**src/rtl/ring_osc_pkg.sv**
```systemverilog
// Shared types and constants for the ring-oscillator frequency meter.
package ring_osc_pkg;

  // Measurement sequencer states.
  typedef enum logic [1:0] {
    IDLE    = 2'd0,
    SETTLE  = 2'd1,
    MEASURE = 2'd2,
    REPORT  = 2'd3
  } state_t;

  // Observation bundle so checkers can bind to the FSM without hierarchy.
  typedef struct packed {
    state_t state;
    logic   osc_synced;
  } dbg_t;

  // Defaults: 1 s gate at a 12 MHz board clock, 1024-cycle settle.
  localparam int unsigned DEF_GATE_CYCLES   = 12_000_000;
  localparam int unsigned DEF_SETTLE_CYCLES = 1024;

  // All-ones value of a count_w-bit unsigned counter (count_w <= 32).
  function automatic logic [31:0] count_sat_max(input int unsigned count_w);
    if (count_w >= 32) begin
      return 32'hFFFF_FFFF;
    end
    return (32'd1 << count_w) - 32'd1;
  endfunction

endpackage

```
**src/rtl/sync_edge_detect.sv**
```systemverilog
// Multi-stage synchroniser for an asynchronous level plus a rising-edge
// detector. No filtering: the only effect is a fixed latency.
module sync_edge_detect #(
  parameter int unsigned SYNC_STAGES = 2
) (
  input  logic clk,
  input  logic rst_n,
  input  logic d,
  output logic synced,
  output logic rise
);

  logic [SYNC_STAGES-1:0] sync_q;
  logic                   prev_q;

  // Shift the async input through the flop chain and remember the last synced value.
  always_ff @(posedge clk) begin
    if (!rst_n) begin
      sync_q <= '0;
      prev_q <= 1'b0;
    end else begin
      sync_q <= {sync_q[SYNC_STAGES-2:0], d};
      prev_q <= sync_q[SYNC_STAGES-1];
    end
  end

  assign synced = sync_q[SYNC_STAGES-1];
  assign rise   = sync_q[SYNC_STAGES-1] & ~prev_q;

endmodule

```
**src/rtl/ring_osc_freq_meter.sv**
```systemverilog
// Ring-oscillator frequency meter: powers the oscillator, lets it settle,
// counts rising edges of its divided output over a fixed clk-timed gate,
// and hands the count to a consumer.
//
// Handshake: meas_valid is raised in REPORT and held, together with a
// stable meas_count/overflow, until a cycle where meas_valid && meas_ready;
// that cycle is the transfer and the FSM returns to IDLE. meas_ready may
// be high before meas_valid, giving a single-cycle valid pulse.
module ring_osc_freq_meter
  import ring_osc_pkg::*;
#(
  parameter int unsigned GATE_CYCLES   = DEF_GATE_CYCLES,
  parameter int unsigned SETTLE_CYCLES = DEF_SETTLE_CYCLES,
  parameter int unsigned COUNT_W       = 24,
  parameter int unsigned GATE_W        = 24,
  parameter int unsigned SYNC_STAGES   = 2
) (
  input  logic               clk,
  input  logic               rst_n,
  input  logic               start,
  input  logic               osc_div_in,
  output logic               osc_enable,
  output logic               busy,
  output logic [COUNT_W-1:0] meas_count,
  output logic               overflow,
  output logic               meas_valid,
  input  logic               meas_ready,
  output dbg_t               dbg
);

  localparam logic [GATE_W-1:0]  GATE_LAST   = GATE_W'(GATE_CYCLES - 1);
  localparam logic [GATE_W-1:0]  SETTLE_LAST = GATE_W'(SETTLE_CYCLES - 1);
  localparam logic [COUNT_W-1:0] SAT_MAX     = COUNT_W'(count_sat_max(COUNT_W));

  state_t             state;
  logic [GATE_W-1:0]  timer;
  logic [COUNT_W-1:0] edge_cnt;
  logic               ovf_acc;
  logic               osc_synced;
  logic               osc_rise;
  logic [COUNT_W-1:0] cnt_next;
  logic               ovf_next;

  sync_edge_detect #(
    .SYNC_STAGES(SYNC_STAGES)
  ) u_sync (
    .clk    (clk),
    .rst_n  (rst_n),
    .d      (osc_div_in),
    .synced (osc_synced),
    .rise   (osc_rise)
  );

  // Saturating edge count including this cycle's edge, so the last gate
  // cycle's edge lands in the captured result.
  always_comb begin
    cnt_next = edge_cnt;
    ovf_next = ovf_acc;
    if (state == MEASURE && osc_rise) begin
      if (edge_cnt == SAT_MAX) begin
        ovf_next = 1'b1;
      end else begin
        cnt_next = edge_cnt + COUNT_W'(1);
      end
    end
  end

  // Sequencer: settle, gate, report; owns the oscillator enable and result registers.
  always_ff @(posedge clk) begin
    if (!rst_n) begin
      state      <= IDLE;
      timer      <= '0;
      edge_cnt   <= '0;
      ovf_acc    <= 1'b0;
      osc_enable <= 1'b0;
      busy       <= 1'b0;
      meas_valid <= 1'b0;
      meas_count <= '0;
      overflow   <= 1'b0;
    end else begin
      case (state)
        IDLE: begin
          if (start) begin
            state      <= SETTLE;
            osc_enable <= 1'b1;
            busy       <= 1'b1;
            timer      <= '0;
            edge_cnt   <= '0;
            ovf_acc    <= 1'b0;
            meas_count <= '0;
            overflow   <= 1'b0;
          end
        end
        SETTLE: begin
          if (timer == SETTLE_LAST) begin
            state <= MEASURE;
            timer <= '0;
          end else begin
            timer <= timer + GATE_W'(1);
          end
        end
        MEASURE: begin
          edge_cnt <= cnt_next;
          ovf_acc  <= ovf_next;
          if (timer == GATE_LAST) begin
            state      <= REPORT;
            timer      <= '0;
            osc_enable <= 1'b0;
            meas_valid <= 1'b1;
            meas_count <= cnt_next;
            overflow   <= ovf_next;
          end else begin
            timer <= timer + GATE_W'(1);
          end
        end
        REPORT: begin
          // start is not looked at here, so it cannot be queued.
          if (meas_ready) begin
            state      <= IDLE;
            busy       <= 1'b0;
            meas_valid <= 1'b0;
          end
        end
        default: begin
          state      <= IDLE;
          osc_enable <= 1'b0;
          busy       <= 1'b0;
          meas_valid <= 1'b0;
        end
      endcase
    end
  end

  assign dbg.state      = state;
  assign dbg.osc_synced = osc_synced;

endmodule

```
**config.mk**
```make
export PLATFORM = sky130hd
export DESIGN_NAME = ring_osc_freq_meter
export DESIGN_NICKNAME = d
export VERILOG_FILES = /design/src/rtl/ring_osc_pkg.sv /design/src/rtl/sync_edge_detect.sv /design/src/rtl/ring_osc_freq_meter.sv
export SDC_FILE = /design/constraint.sdc
export NUM_CORES = 1
export LEC_CHECK = 0
export CAP_MARGIN = 0
export CORE_MARGIN = 2
export CORE_UTILIZATION = 45
export CTS_BUF_LIST = sky130_fd_sc_hd__clkbuf_4
export DETAILED_ROUTE_END_ITERATION = 10
export HOLD_SLACK_MARGIN = 0.15
export PLACE_DENSITY_LB_ADDON = 0.3
export SKIP_LAST_GASP = 1
export SYNTH_ARGS = -nofsm -noshare
export SYNTH_HDL_FRONTEND = slang
export SYNTH_SLANG_ARGS = --single-unit
```
**constraint.sdc**
```tcl
create_clock -name clk -period 2.6 [get_ports clk]
set_input_delay 0.78 -clock clk [delete_from_list [all_inputs] [get_ports clk]]
set_output_delay 0.78 -clock clk [all_outputs]
set_load 0.05 [all_outputs]
```
==> metrics list, run 1 <==
- Share of post-route cells with drive strength above 1: 10.8%
- The tree is rooted in a clkbuf_4.
- The multi-input combinational cells in the finished layout cover a total of 0.00232 mm2.
- Number of remaining DRC errors: 0
- Endpoint class of the critical path: output port
- Die boundary height: around 100 um
- The floorplan step defined a die boundary enclosing roughly 0.01 mm2.
- Critical-path cell with the highest stage delay: clkdlybuf4s50_1
- Summing all placed instances gives a cell area of around 0.0047 mm2.
- The detailed router placed about 3,800 vias in this run.
- Kind of path behind the tightest hold check: reg -> reg
- IR analysis of the VDD net gives a maximum drop of 0.554 mV.
- Count of inserted antenna diode cells: 0
- Start point of the critical path: state[1]$_SDFFE_PN0P_
- In the final routed layout, each cell accounts on average for roughly 15 um.
- The number of buffers and inverters on the critical path is 1.
- Clock insertion delay at the later pin of the skew report: between 0.4 and 0.5 ns
* Minimum period implied by the final worst setup slack: about 2.5 ns
- In this run the worst path has a maximum fanout of 5.
- Once layout is complete, the utilization of the core stands at between 50% and 60%.
- RSZ-0062 raised after global routing: false
- In this run, CTS created clock tree buffers numbering 9.
- The region available for standard cell placement spans between 0.008 and 0.009 mm2.
- The H-tree was split into 3 levels.
- Global-route track usage on met3: around 2.9%
- Asr flop ratio synth: 0%
- Count of buffers inserted at the top-level ports: 35
- Across the run, the number of max-cap violations was 0.
* GRT Util Overall: approximately a fifth
* Number of enable-type register cells in the synthesized netlist: 0
* Crit path setup slack, layout: between 0.1 and 0.15 ns
- Sum of overflow across all layers after global routing: 0
- Across the whole layout, storage elements account for between 0.0015 and 0.002 mm2.
* Flop and latch count out of synthesis: 82
- Slew at the pin with the worst max-slew slack: roughly 0.84 ns
- Final std cell area, no fill: a little under 0.005 mm2
- The flow ran to the end, and the final reports show no timing, DRC or antenna violations.
* Distinct cell type count after synthesis: 55
- Of the available clock period, the critical path in the final layout requires 94.6%.
* Reg2Reg Depth: 8
* Vias in the first global route: ~3,500
* Global Route met2 Usage: 34.8%
- Number of buffers inserted to repair setup after CTS: 0
- Traced cell by cell, the critical path runs through clkdlybuf4s50_1.
- Summed over all nets, the half-perimeter wirelength after detailed placement is approximately 7.3 mm.
* Power density normalized to cell area: ~650 mW/mm2
- In this run the critical register-to-register path is launched from timer[0]$_SDFFE_PN0P_.
* Clock skew: ~0.012 ns
* TritonCTS clock tree: built
- The net count of the finished layout is approximately 560.
* Critical Path RT: 1.82 ns
* Starting utilization of the core area: ~47%
* Clock sinks: a little over 80
- The die is ~100 um wide.
- The first global-routing pass estimated between 15 and 20 mm of wire.
- Fill cell count: between 700 and 800
- Number of ports placed on the die boundary: 36
- The max-slew violation count is 0.
* Worst Setup Slack post-DPL: -0.0352 ns
* Routability cong.: 0.952
- Area Overhead vs Synth: 18.1%
- Most used routing layer: met2
- After synthesis, the mean cell area works out to approximately 8.3 um2.
* Post-Synthesis Net Count: ~510
- The worst register-to-register path ends at meas_count[15]$_SDFFE_PN0P_.
* Warning count from the yosys run: 0
- Antenna violations before repair: 0
- In this run the number of cells on the critical path is 1.
- Relative max-transition margin: a little over two fifths
* Register-to-register setup slack: 0.17 ns
* Synthesized cell area: between 0.004 and 0.005 mm2
- STA classifies the critical path startpoint as a flop.
- Total count of hold-check failures in the final report: 0
* Gate family responsible for the most delay along the worst path: buffers and inverters
- Total number of placement rows: 34
* # hold bufs at CTS: 0
* Wirelength, routed: about 9.9 mm
- Static leakage: between 0.0015 and 0.002 uW
* Part of the Yosys area used for sequential elements: between 30 and 40%
- Number of nets with antenna violations after routing: 0
* Average vias per placed instance: 5.73
- Clock slew at the register clock pins of the worst setup and hold paths: between 0.1 and 0.15 ns
* Final Setup Violations: 0
- Max Clock Freq: between 0.4 and 0.5 GHz
* Crit path kind: reg -> out
- For met1 alone, demand over resource in global routing was between 20% and 30%.
- Critical Path End: dbg[2]
* Maximum number of pins on one net before global-route repair: 23
- At the worst endpoint, the arrival time is ~1.7 ns.
* Leading register cell type out of synthesis: dfxtp_1
* Longest individual stage delay on the worst path: around 0.84 ns
- No sink is reached through more buffers than the 2 on the longest clock path.
- After layout, the design draws a total of between 3000 and 4000 uW.
- Synthesized instance count: 497
- The first detailed-routing pass took 5 iterations.
- First-iteration detailed-routing DRC count: about 190
[kinds of logic (layout without fill, tap and decap cells)]
kind of cell               count (synthesis)  after routing  share of synthesized area, %
and+or+nand+nor                          210            210                          25.7
AOI/OAI and AO/OA                        116            116                          18.3
DFF                                       82             82                          39.7
buffers and inverters                     39             95                          4.90
xor gates and xnor gates                  36             36                          7.62
muxes                                      8              8                          1.96
adders and majority gates                  6              6                          1.81
[final cells by class]
cell class / instances / area share, %
clock inverters: 6 / 1.66
inverters: 11 / 0.844
repair buffers: 68 / 12.2
flip-flops and latches: 82 / 33.6
multi-input cells: 376 / 47.4
clock buffers: 10 / 1.54
well taps: 108 / 2.76
[layer usage]
layer / vias up / share of wire (%)
met5: - / 0
met4: 0 / 1.5
met3: 16 / 4.9
met2: 127 / 47
met1: 1760 / 47
li1: 1885 / -
[power breakdown]
group	switching, uW	internal (uW)
Clock	443	395
Sequential	29.7	1290
Combinational	693	351
[worst min path at each step]
stage                                 from                          end  slack [ns]  cells past startpoint
6_report       u_sync.sync_q[0]$_SDFF_PN0_  u_sync.sync_q[1]$_SDFF_PN0_        0.45                      1
5_1_grt        u_sync.sync_q[0]$_SDFF_PN0_  u_sync.sync_q[1]$_SDFF_PN0_        0.46                      1
4_1_cts        u_sync.sync_q[0]$_SDFF_PN0_  u_sync.sync_q[1]$_SDFF_PN0_        0.45                      1
3_5_place_dp   u_sync.sync_q[0]$_SDFF_PN0_  u_sync.sync_q[1]$_SDFF_PN0_        0.42                      1
3_3_place_gp   u_sync.sync_q[0]$_SDFF_PN0_  u_sync.sync_q[1]$_SDFF_PN0_        0.42                      1
2_1_floorplan  u_sync.sync_q[0]$_SDFF_PN0_  u_sync.sync_q[1]$_SDFF_PN0_        0.41                      1
[cells in the mapped netlist (9+ instances only)]
cell	count	share of area, %
dfxtp_1	82	40
o21ai_0	23	2.8
and2_1	10	1.5
nand2_1	56	5.1
nand3_1	29	3.5
a31oi_1	13	2.0
a21oi_1	22	2.7
xor2_1	17	3.6
o21ai_1	21	2.5
nand4_1	14	2.1
nor2_1	47	4.3
inv_1	11	1.0
nor3_1	9	1.1
and3_1	9	1.4
xnor2_1	19	4.0
clkbuf_1	16	1.5
[cells in the final DEF (no fill, tap or decap), types with 2 or more instances in the layout]
cell / n
or3_1: 3
a21o_1: 4
mux2i_1: 7
o31ai_1: 7
o21ai_0: 23
nor3b_1: 3
nor2_1: 47
and3b_1: 2
o211ai_1: 2
nand2b_1: 5
xor2_1: 17
a211oi_1: 5
and4_1: 5
and3_1: 9
dfxtp_1: 82
xnor2_1: 19
bufinv_16: 2
a21oi_1: 22
o21a_1: 2
and2_1: 10
ha_1: 6
a22o_1: 5
nand4_1: 14
a31oi_1: 13
nand3_1: 29
o21ai_1: 21
clkinv_2: 2
nor3_1: 9
nand3b_1: 2
nand2_1: 55
clkbuf_4: 10
inv_1: 11
a22oi_1: 2
buf_4: 33
clkdlybuf4s50_1: 35
nor4_1: 7
[per-stage QoR]
stage                     hold slack [ns]  instances  TNS, ns
after global routing                0.462        661        0
final                               0.449        661        0
after detailed placement            0.421        645   -0.200
after global placement              0.416        645        0
after CTS                           0.451        661        0
after floorplan                     0.412        497        0
[state kept, by name, indices dropped and copies added (netlist names)]
signal / flops
busy: 1
meas_valid: 1
u_sync.sync_q: 2
edge_cnt: 24
ovf_acc: 1
timer: 24
state: 2
overflow: 1
meas_count: 24
u_sync.prev_q: 1
osc_enable: 1
[repair_timing]
action	in CTS	in global routing
pin swaps	0	2
endpoints found under the setup margin	16	37
gates cloned	0	0
resized for setup	1	3
Power figures use the tool's default switching activity.
==> inputs of run 2 (changes only) <==
Settings changed: ABC_AREA set to 0, CORE_UTILIZATION 45 to 51.
==> run 2 against run 1 <==
  * Routed wire length grew 1.6%
  * Sequential power hardly changed
  * Via count rose by 0.26%
  * Largest power group unchanged
==> metrics list, run 2 (same netlist as run 1, synthesis figures left out) <==
* Outcome: finished, final reports clean
- Count of buffers inserted at the top-level ports: 35
- Horizontal die dimension: between 90 and 100 um
- Clock sinks: 82
* First-pass GRT wire length: around 17 mm
- The clock reaches the later pin of the worst-skew pair after approximately 0.44 ns.
* Gate family responsible for the most delay along the worst path: buffers and inverters
* Starting utilization of the core area: a little over half
- The library cell used most frequently in the layout, excluding fill and tap cells, is dfxtp_1.
- Total via count after detailed routing: 3,798
- No sink is reached through more buffers than the 2 on the longest clock path.
- The design draws between 3000 and 4000 uW.
* Kind of path behind the tightest hold check: reg -> reg
* Longest individual stage delay on the worst path: 0.84 ns
- Vias in the first global route: between 3,000 and 4,000
* Placed Cells incl. Taps: approximately 640
- Reg2Reg Depth: 8
- Arrival time at the worst endpoint: 1.73 ns
* Biggest fanout along the worst timing path: 5
* H-tree depth: 3
* Minimum period implied by the final worst setup slack: between 2 and 3 ns
- Clock slew at the register clock pins of the worst setup and hold paths: approximately 0.13 ns
* Sum of overflow across all layers after global routing: 0
- Area Overhead vs Synth: 16.3%
- Detailed-router iteration count before antenna repair: 4
- After the flow finishes, the layout carries non-filler instances totaling roughly 650.
- STA classifies the critical path endpoint as an output port.
- Total count of hold-check failures in the final report: 0
* Per-cell routed wire length: about 15 um
* Crit path kind: reg -> out
- Total Die Area: roughly 0.0089 mm2
- At the end of routability-driven placement, the weighted congestion stood at between 0.9 and 1.
- Entering global routing, the biggest net connects 23 pins.
- Along the worst hold path, the cell count comes to 1.
- The path with the worst hold slack has its endpoint at u_sync.sync_q[1]$_SDFF_PN0_.
* Die boundary height: approximately 94 um
- Across all setup checks in the final design, the least slack found is about 0.090 ns.
* Cell chain of the critical path: clkdlybuf4s50_1
- Total number of placement rows: 32
- The detail route stage leaves a number of antenna-violating nets equal to 0.
- Max-cap violations in this run came to 0.
* Buffer type at the clock tree root: clkbuf_4
* Number of remaining DRC errors: 0
- The initial antenna violation count was 0.
* Dpl cell area: between 0.004 and 0.005 mm2
- Number of nets at the end of the flow: 556
- Most frequent cells in the layout: 82 x dfxtp_1, 55 x nand2_1, 47 x nor2_1, 35 x clkdlybuf4s50_1, 30 x buf_4
- Critical path startpoint category: flop
- With fillers left out, the area of the finished cells amounts to about 0.0048 mm2.
- The startpoint identified for the worst hold timing path is u_sync.sync_q[0]$_SDFF_PN0_.
* Bufs and invs on worst path: 1
- Register-to-register setup slack: 0.16 ns
* # hold bufs at CTS: 0
- Measured on the finished design, the core utilization comes to roughly three fifths.
* Static leakage: about 0.0016 uW
- For this run, the total global-route usage over all layers was measured as about a quarter.
- The worst register-to-register path ends at meas_count[4]$_SDFFE_PN0P_.
* Number of ports placed on the die boundary: 36
- Static timing analysis puts the maximum clock frequency at ~0.4 GHz.
* Post-DP HPWL: approximately 7.4 mm
- The number of clock buffers added by TritonCTS is 9.
- Final Setup Violations: 0
- Worst Setup Slack post-DPL: -0.0913 ns
* RSZ-0062 raised after global routing: false
* Placeable Area: about 0.008 mm2
- Of the available clock period, the critical path in the final layout requires 96.5%.
- The number of antenna diodes in the final layout is 0.
- Registers with the most flip-flops: edge_cnt x24, meas_count x24, timer x24
- Share of post-route cells with drive strength above 1: 10.5%
* Slew at the pin with the worst max-slew slack: 0.711 ns
* Critical Path RT: ~1.8 ns
* First-iteration detailed-routing DRC count: around 190
* Critical-path cell with the highest stage delay: clkdlybuf4s50_1
* Clock skew: about 0.019 ns
- TritonCTS clock tree: built
* Final Max Tran Viols: 0
- Wirelength, routed: around 10 mm
- Headroom to the max-slew limit came out at 52.3%.
- In the routed layout, each cell is associated on average with a via count of ~5.8.
- Dividing total power by cell area gives a power density of about 630 mW/mm2.
* Worst vdd ir: between 0.6 and 0.7 mV
- The worst register-to-register path begins at timer[0]$_SDFFE_PN0P_.
run 2: layer usage:
metal	track usage, %	vias to the layer above	wire, um
met5	0	-	0
met4	9.66	0	242
met3	5.70	28	523
met2	39.8	121	4890
met1	29.7	1769	4380
li1	-	1880	-
run 2: worst max path at each step:
| stage | start | to | slack, ns | depth (start not counted) |
|---|---|---|---|---|
| global placement | timer[0]$_SDFFE_PN0P_ | meas_count[5]$_SDFFE_PN0P_ | 0.03 | 8 |
| CTS | state[0]$_SDFFE_PN0P_ | dbg[1] | 0.08 | 1 |
| global route | timer[0]$_SDFFE_PN0P_ | meas_count[0]$_SDFFE_PN0P_ | 0.02 | 8 |
| detailed placement | timer[0]$_SDFFE_PN0P_ | timer[3]$_SDFFE_PN0P_ | -0.09 | 8 |
| floorplan | state[1]$_SDFFE_PN0P_ | edge_cnt[19]$_SDFFE_PN0P_ | 0.05 | 8 |
| finish | state[1]$_SDFFE_PN0P_ | dbg[2] | 0.09 | 1 |
run 2: timing repair:
action,CTS,global route
setup buffers,0,1
endpoints found under the hold margin,0,0
endpoints found under the setup margin,35,18
resized for setup,2,2
pin swaps,1,1
run 2: where the power goes:
| group | internal (uW) | switching (uW) |
|---|---|---|
| clock network | 213 | 438 |
| logic | 354 | 700 |
| registers | 1290 | 34.9 |
| total | 1860 | 1170 |
run 2: final cells by class:
type                    count  area [um2]
repair buffers             65         576
fillers                   712        2990
clock inverters             5        31.3
well taps                 102         128
inverters                  11        41.3
clock buffers              11        82.6
flip-flops and latches     82        1640
multi-input cells         376        2310
run 2: through the flow:
| stage | hold WS [ns] | setup TNS, ns |
|---|---|---|
| 6_report | 0.447 | 0 |
| 5_1_grt | 0.470 | 0 |
| 4_1_cts | 0.452 | 0 |
| 3_5_place_dp | 0.425 | -1.67 |
| 3_3_place_gp | 0.418 | 0 |
| 2_1_floorplan | 0.412 | 0 |
